==> src/rtl/suprloco_rom_loader.sv <==
// ioctl download sink: packs bytes into 16-bit words, queues them and writes them out over req/ack.
// Optional running byte checksum output when SUPRLOCO_LOADER_CHECKSUM_EN is defined.
module suprloco_rom_loader #(
   parameter int          FIFO_AW     = 3,
   parameter int          WAIT_MARGIN = 2,
   parameter logic [15:0] ROM_INDEX   = 16'h0000
) (
   input  logic        i_EMU_MCLK,
   input  logic        i_EMU_RST_n,
   input  logic [15:0] ioctl_index,
   input  logic        ioctl_download,
   input  logic [26:0] ioctl_addr,
   input  logic [7:0]  ioctl_data,
   input  logic        ioctl_wr,
   output logic        ioctl_wait,
   output logic [25:0] o_MEM_ADDR,
   output logic [15:0] o_MEM_DATA,
   output logic [1:0]  o_MEM_BE,
   output logic        o_MEM_REQ,
   input  logic        i_MEM_ACK,
   output logic        o_BUSY,
   output logic        o_DONE,
   output logic        o_OVERFLOW
`ifdef SUPRLOCO_LOADER_CHECKSUM_EN
   ,
   output logic [15:0] o_CHECKSUM
`endif
);

   localparam int DEPTH = 1 << FIFO_AW;
   localparam logic [FIFO_AW:0]   DEPTH_W  = (FIFO_AW+1)'(DEPTH);
   localparam logic [FIFO_AW:0]   MARGIN_W = (FIFO_AW+1)'(WAIT_MARGIN);
   localparam logic [FIFO_AW:0]   CNT_ONE  = {{FIFO_AW{1'b0}}, 1'b1};
   localparam logic [FIFO_AW:0]   CNT_ZERO = {(FIFO_AW+1){1'b0}};
   localparam logic [FIFO_AW-1:0] PTR_ONE  = {{(FIFO_AW-1){1'b0}}, 1'b1};

   typedef enum logic {ST_IDLE = 1'b0, ST_REQ = 1'b1} state_t;

   state_t state_r, state_n;
   logic dl_q_r, dl_rise_s, dl_fall_s, accept_s;
   logic [25:0] waddr_s;
   logic [15:0] byte_data_s, merge_data_s;
   logic [1:0]  byte_be_s, merge_be_s;
   logic        pend_valid_r, pend_valid_n;
   logic [25:0] pend_addr_r, pend_addr_n;
   logic [15:0] pend_data_r, pend_data_n;
   logic [1:0]  pend_be_r, pend_be_n;
   logic        push_s, do_push_s, pop_s, load_s, full_s;
   logic [43:0] push_entry_s;
   logic [43:0] fifo_mem_r [DEPTH];
   logic [FIFO_AW-1:0] wr_ptr_r, rd_ptr_r;
   logic [FIFO_AW:0]   count_r, count_n, free_n_s;
   logic overflow_r, wait_r, done_r, armed_r, busy_r, req_r;
   logic [25:0] mem_addr_r;
   logic [15:0] mem_data_r;
   logic [1:0]  mem_be_r;

   assign dl_rise_s    = ioctl_download & ~dl_q_r;
   assign dl_fall_s    = ~ioctl_download & dl_q_r;
   assign accept_s     = ioctl_wr & ioctl_download & (ioctl_index == ROM_INDEX);
   assign waddr_s      = ioctl_addr[26:1];
   assign byte_data_s  = ioctl_addr[0] ? {ioctl_data, 8'h00} : {8'h00, ioctl_data};
   assign byte_be_s    = ioctl_addr[0] ? 2'b10 : 2'b01;
   assign merge_data_s = ioctl_addr[0] ? {ioctl_data, pend_data_r[7:0]} : {pend_data_r[15:8], ioctl_data};
   assign merge_be_s   = pend_be_r | byte_be_s;
   assign full_s       = (count_r == DEPTH_W);
   assign do_push_s    = push_s & ~full_s;
   assign free_n_s     = DEPTH_W - count_n;

   // Byte packing: merge into the pending word, push completed or displaced words, flush at end.
   always_comb begin
      pend_valid_n = pend_valid_r;
      pend_addr_n  = pend_addr_r;
      pend_data_n  = pend_data_r;
      pend_be_n    = pend_be_r;
      push_s       = 1'b0;
      push_entry_s = {pend_addr_r, pend_data_r, pend_be_r};
      if (accept_s) begin
         if (pend_valid_r && (pend_addr_r == waddr_s)) begin
            if (merge_be_s == 2'b11) begin
               push_s       = 1'b1;
               push_entry_s = {waddr_s, merge_data_s, 2'b11};
               pend_valid_n = 1'b0;
            end else begin
               pend_data_n = merge_data_s;
               pend_be_n   = merge_be_s;
            end
         end else begin
            push_s       = pend_valid_r;
            pend_valid_n = 1'b1;
            pend_addr_n  = waddr_s;
            pend_data_n  = byte_data_s;
            pend_be_n    = byte_be_s;
         end
      end else if (dl_fall_s && pend_valid_r) begin
         push_s       = 1'b1;
         pend_valid_n = 1'b0;
      end else begin
         push_s = 1'b0;
      end
   end

   // Write-port FSM next state: issue from FIFO head, retire on ack.
   always_comb begin
      state_n = state_r;
      load_s  = 1'b0;
      pop_s   = 1'b0;
      case (state_r)
         ST_IDLE: begin
            if (count_r != CNT_ZERO) begin
               load_s  = 1'b1;
               state_n = ST_REQ;
            end else begin
               state_n = ST_IDLE;
            end
         end
         ST_REQ: begin
            if (i_MEM_ACK) begin
               pop_s   = 1'b1;
               state_n = ST_IDLE;
            end else begin
               state_n = ST_REQ;
            end
         end
         default: state_n = ST_IDLE;
      endcase
   end

   // FIFO occupancy after this cycle's push/pop.
   always_comb begin
      case ({do_push_s, pop_s})
         2'b10:   count_n = count_r + CNT_ONE;
         2'b01:   count_n = count_r - CNT_ONE;
         default: count_n = count_r;
      endcase
   end

   // FIFO storage holds data only; validity is tracked by the pointers.
   always_ff @(posedge i_EMU_MCLK) begin
      if (do_push_s) begin
         fifo_mem_r[wr_ptr_r] <= push_entry_s;
      end else begin
         fifo_mem_r[wr_ptr_r] <= fifo_mem_r[wr_ptr_r];
      end
   end

   // Pending word, FIFO pointers, FSM state and status registers.
   always_ff @(posedge i_EMU_MCLK or negedge i_EMU_RST_n) begin
      if (!i_EMU_RST_n) begin
         dl_q_r       <= 1'b0;
         pend_valid_r <= 1'b0;
         pend_addr_r  <= 26'd0;
         pend_data_r  <= 16'h0000;
         pend_be_r    <= 2'b00;
         wr_ptr_r     <= {FIFO_AW{1'b0}};
         rd_ptr_r     <= {FIFO_AW{1'b0}};
         count_r      <= CNT_ZERO;
         state_r      <= ST_IDLE;
         overflow_r   <= 1'b0;
         wait_r       <= 1'b0;
         busy_r       <= 1'b0;
      end else begin
         dl_q_r       <= ioctl_download;
         pend_valid_r <= pend_valid_n;
         pend_addr_r  <= pend_addr_n;
         pend_data_r  <= pend_data_n;
         pend_be_r    <= pend_be_n;
         wr_ptr_r     <= do_push_s ? wr_ptr_r + PTR_ONE : wr_ptr_r;
         rd_ptr_r     <= pop_s ? rd_ptr_r + PTR_ONE : rd_ptr_r;
         count_r      <= count_n;
         state_r      <= state_n;
         wait_r       <= (free_n_s <= MARGIN_W);
         busy_r       <= pend_valid_n | (count_n != CNT_ZERO) | (state_n == ST_REQ);
         if (dl_rise_s) begin
            overflow_r <= 1'b0;
         end else if (push_s && full_s) begin
            overflow_r <= 1'b1;
         end else begin
            overflow_r <= overflow_r;
         end
      end
   end

   // Memory write port; outputs stay frozen while a request is outstanding.
   always_ff @(posedge i_EMU_MCLK or negedge i_EMU_RST_n) begin
      if (!i_EMU_RST_n) begin
         req_r      <= 1'b0;
         mem_addr_r <= 26'd0;
         mem_data_r <= 16'h0000;
         mem_be_r   <= 2'b00;
      end else if (load_s) begin
         req_r <= 1'b1;
         {mem_addr_r, mem_data_r, mem_be_r} <= fifo_mem_r[rd_ptr_r];
      end else if (pop_s) begin
         req_r <= 1'b0;
      end else begin
         req_r <= req_r;
      end
   end

   // Done is armed only by a download aimed at this loader and fires once everything drained.
   always_ff @(posedge i_EMU_MCLK or negedge i_EMU_RST_n) begin
      if (!i_EMU_RST_n) begin
         done_r  <= 1'b0;
         armed_r <= 1'b0;
      end else if (dl_rise_s) begin
         done_r  <= 1'b0;
         armed_r <= (ioctl_index == ROM_INDEX);
      end else if (armed_r && !ioctl_download && !dl_q_r && !pend_valid_r &&
                   (count_r == CNT_ZERO) && (state_r == ST_IDLE)) begin
         done_r  <= 1'b1;
         armed_r <= 1'b0;
      end else begin
         done_r  <= done_r;
         armed_r <= armed_r;
      end
   end

`ifdef SUPRLOCO_LOADER_CHECKSUM_EN
   logic [15:0] checksum_r;

   // Running byte sum, restarted by each download.
   always_ff @(posedge i_EMU_MCLK or negedge i_EMU_RST_n) begin
      if (!i_EMU_RST_n) begin
         checksum_r <= 16'h0000;
      end else if (dl_rise_s) begin
         checksum_r <= accept_s ? {8'h00, ioctl_data} : 16'h0000;
      end else if (accept_s) begin
         checksum_r <= checksum_r + {8'h00, ioctl_data};
      end else begin
         checksum_r <= checksum_r;
      end
   end

   assign o_CHECKSUM = checksum_r;
`endif

   assign ioctl_wait = wait_r;
   assign o_MEM_ADDR = mem_addr_r;
   assign o_MEM_DATA = mem_data_r;
   assign o_MEM_BE   = mem_be_r;
   assign o_MEM_REQ  = req_r;
   assign o_BUSY     = busy_r;
   assign o_DONE     = done_r;
   assign o_OVERFLOW = overflow_r;

endmodule

==> config.mk <==
export PLATFORM = sky130hd
export DESIGN_NAME = suprloco_rom_loader
export DESIGN_NICKNAME = d
export VERILOG_FILES = /design/src/rtl/suprloco_rom_loader.sv
export SDC_FILE = /design/constraint.sdc
export NUM_CORES = 1
export LEC_CHECK = 0
export CAP_MARGIN = 0
export CELL_PAD_IN_SITES_DETAIL_PLACEMENT = 1
export CELL_PAD_IN_SITES_GLOBAL_PLACEMENT = 1
export CORE_MARGIN = 2
export CORE_UTILIZATION = 40
export DETAILED_ROUTE_END_ITERATION = 16
export GPL_TIMING_DRIVEN = 0
export PLACE_DENSITY = 0.66
export SLEW_MARGIN = 20
export SYNTH_ARGS = -nofsm -noshare
export SYNTH_HDL_FRONTEND = slang
export SYNTH_SLANG_ARGS = --single-unit
==> constraint.sdc <==
create_clock -name i_EMU_MCLK -period 8.3 [get_ports i_EMU_MCLK]
set_input_delay 0.83 -clock i_EMU_MCLK [delete_from_list [all_inputs] [get_ports i_EMU_MCLK]]
set_output_delay 0.83 -clock i_EMU_MCLK [all_outputs]
set_load 0.01 [all_outputs]
==> results_dict.tcl <==
set metrics [dict create \
    outcome "complete, no violations" \
    cts_tree "built" \
    ctsHoldBuffers 0 \
    clock_skew_ns 0.0226 \
    synth.distinct_cells 46 \
    num_antenna_cells 0 \
    post-route-period-util_pct 63.6 \
    rows 77 \
    antenna_found_initial 1 \
    cts_htree_levels 2 \
    yosysWarnings 0 \
    critPathKind "in2reg" \
    synth_nets 1062 \
    placed_cell_area_um2 20400 \
    ctsResizeCount 0 \
    drc 0 \
    worstSetupEndpointType "flop" \
    ios 105 \
    syn-cell-area_um2 18100 \
    num_vias 9697 \
    clockBufferDepth 3 \
    slew_headroom_pct 30.4 \
    final.setup.tns_ns 0 \
    grt_pass1_wl_um 67500 \
    cts_setup_buffers 0 \
    vdd_drop_max_mv 0.143 \
    first_global_vias 10535 \
    drtAntennaViolNets 0 \
    syn-mean-instance-area_um2 18.1 \
    finalHoldViolations 0 \
    path_max_fanout 9 \
    die_y_um 217 \
    maxCapViolCount 0 \
    synth_cells 999 \
    leakagePower_nw 8.55 \
    clock_latency_ns 0.56 \
    finalMaxSlewViolations 0 \
    routed_wl_um 44300 \
    first_iter_violations 767 \
    start_util_pct 40.7 \
    ys.flop_type "edfxtp_1" \
    place_inst 1751 \
    period_minus_slack_ns 5.28 \
    yosysSeqAreaShare_pct 73.1 \
    yosysTopAreaCellShare_pct 58.3 \
    drive_above_1_share_pct 22.5 \
    grt_setup_unrepaired "false" \
    critical_path_arrival_ns 5.68 \
    synth.area.top_cells "edfxtp_1 (58%), dfrtp_1 (15%), mux4_2 (11%), mux2_2 (2.7%), mux2i_1 (2.5%)" \
    setup_viol 0 \
    async_reset_ff_share_pct 23.3 \
    grt_overflow 0 \
    io_buffers 103 \
    worst_pin_slew_ns 1.04 \
    synth_edf_count 352 \
    gp_congestion 0.766 \
    cp.required_ns 8.71 \
    ys_ff_latch 459 \
    power_density_nw_per_um2 273 \
    viasPerCell 5.28 \
    syn2layout_area_growth_pct 21.0 \
    die_w_um 217 \
    cts_buffers 47 \
    root_buffer "clkbuf_16" \
    dr.pass1.iters 4 \
    clock_sinks 459 \
    design_area_um2 21900 \
    instances_no_fill 1836 \
    clk_pin_slew_worst_paths_ns 0.06 \
    wl_per_cell_um 24.1 \
    grt_usage_pct 19.4 \
    design.core.area_um2 44500 \
    dieArea_um2 47000 \
    dp_hpwl_um 30700 \
    max_freq_ghz 0.190 \
    yosysTopAreaCell "edfxtp_1" \
    fin_nets 1271 \
    start_kind "input port" \
    grt_max_degree 70 \
    hp-class "in2async" \
]
## metal layers
layer	GRT usage [%]	vias up	routed length [µm]
met4	5.53	2	1060
met2	31.8	268	21400
li1	-	4294	-
met1	26.7	5075	19300
met5	0	-	8
met3	3.55	58	2470
## state kept, by name, summed over array words and instances, names as in the netlist, 3 cells and up
| register | flops |
|---|---|
| count_r | 4 |
| fifo_mem_r | 352 |
| o_MEM_ADDR | 26 |
| o_MEM_DATA | 16 |
| pend_addr_r | 26 |
| pend_data_r | 16 |
| rd_ptr_r | 3 |
| wr_ptr_r | 3 |
## worst paths after layout
kind                       slack (ns)              to  depth (start not counted)           start
max reg2reg                      3.37          o_BUSY                         14  pend_addr_r[8]
max in group asynchronous        7.36   o_MEM_ADDR[7]                          2     i_EMU_RST_n
max                              3.02          o_BUSY                         15  ioctl_addr[25]
min in group i_EMU_MCLK          0.48  pend_data_r[2]                          2  pend_data_r[2]
min reg2reg                      0.48  pend_data_r[2]                          2  pend_data_r[2]
min                              0.20   o_MEM_DATA[2]                          1     i_EMU_RST_n
## worst max-delay path: stages
cell	delay, ns
clkdlybuf4s50_1	0.58
xor2_1	0.17
or4_1	0.55
nor4_1	0.71
nand4_1	0.17
nand3_1	0.26
clkinv_1	0.37
ha_1	0.42
xor2_1	0.17
ha_1	0.27
mux2_2	0.30
inv_1	0.09
ha_1	0.20
inv_1	0.05
or4_1	0.53
## cells by family (layout without fill, tap and decap cells)
logic type,Yosys count,after routing,synth area share [%]
mux,177,177,16.2
xor+xnor,35,35,1.69
buf+inv,87,332,1.87
compound gates,82,82,2.55
simple gates,152,152,4.15
flops,459,459,73.1
fa+ha+maj,7,7,0.483
## through the flow
stage | setup WS (ns) | hold WS, ns | util, % | power, W
detailed placement | 2.50 | 0.470 | 45.8 | 0.00396
CTS | 3.02 | 0.204 | 49.2 | 0.00604
finish | 3.02 | 0.198 | 49.3 | 0.00598
floorplan | 0.687 | 0.444 | - | 0.00339
global route | 2.75 | 0.217 | 49.3 | 0.00622
global placement | -5.96 | 0.457 | 44.7 | 0.00393
## Yosys cell counts, drive strengths merged, types with 18 or more instances
library cell,instances
edfxtp,352
dfrtp,107
mux4,88
nor2,60
clkbuf,50
a21oi,45
mux2i,45
mux2,44
nand2,31
o21ai,21
inv,19
xor2,18
## layout by cell type, fill, tap and decap left out, types with 4 or more instances in the layout
master,n
edfxtp_1,352
dfrtp_1,107
clkdlybuf4s50_1,102
mux4_2,88
clkbuf_1,62
nor2_1,60
clkbuf_16,47
a21oi_1,45
mux2i_1,45
mux2_2,44
nand2_1,30
buf_4,28
buf_2,22
o21ai_0,21
inv_1,19
xor2_1,18
xnor2_1,17
buf_6,10
clkinv_1,9
nand3_1,8
buf_1,8
nand4_1,7
ha_1,7
clkinv_2,7
or4_1,6
nor4_1,6
nor3_1,5
bufinv_16,5
clkbuf_8,5
clkbuf_2,4
## final cells by class
| type | instances | area, µm² |
|---|---|---|
| Clock buffer | 64 | 1290 |
| Multi-Input combinational cell | 453 | 4590 |
| Fill cell | 4268 | 22600 |
| Sequential cell | 459 | 13200 |
| Timing Repair Buffer | 160 | 1490 |
| Inverter | 20 | 75.1 |
| Buffer | 67 | 269 |
| Clock inverter | 21 | 224 |
| Tap cell | 592 | 741 |
## power by group
| group | internal, W | switching (W) | total [W] |
|---|---|---|---|
| combinational | 0.000544 | 0.000684 | 0.00123 |
| clock | 0.00124 | 0.000847 | 0.00209 |
| sequential | 0.00257 | 0.0000899 | 0.00266 |
| total | 0.00436 | 0.00162 | 0.00598 |
Power figures use the tool's default switching activity.
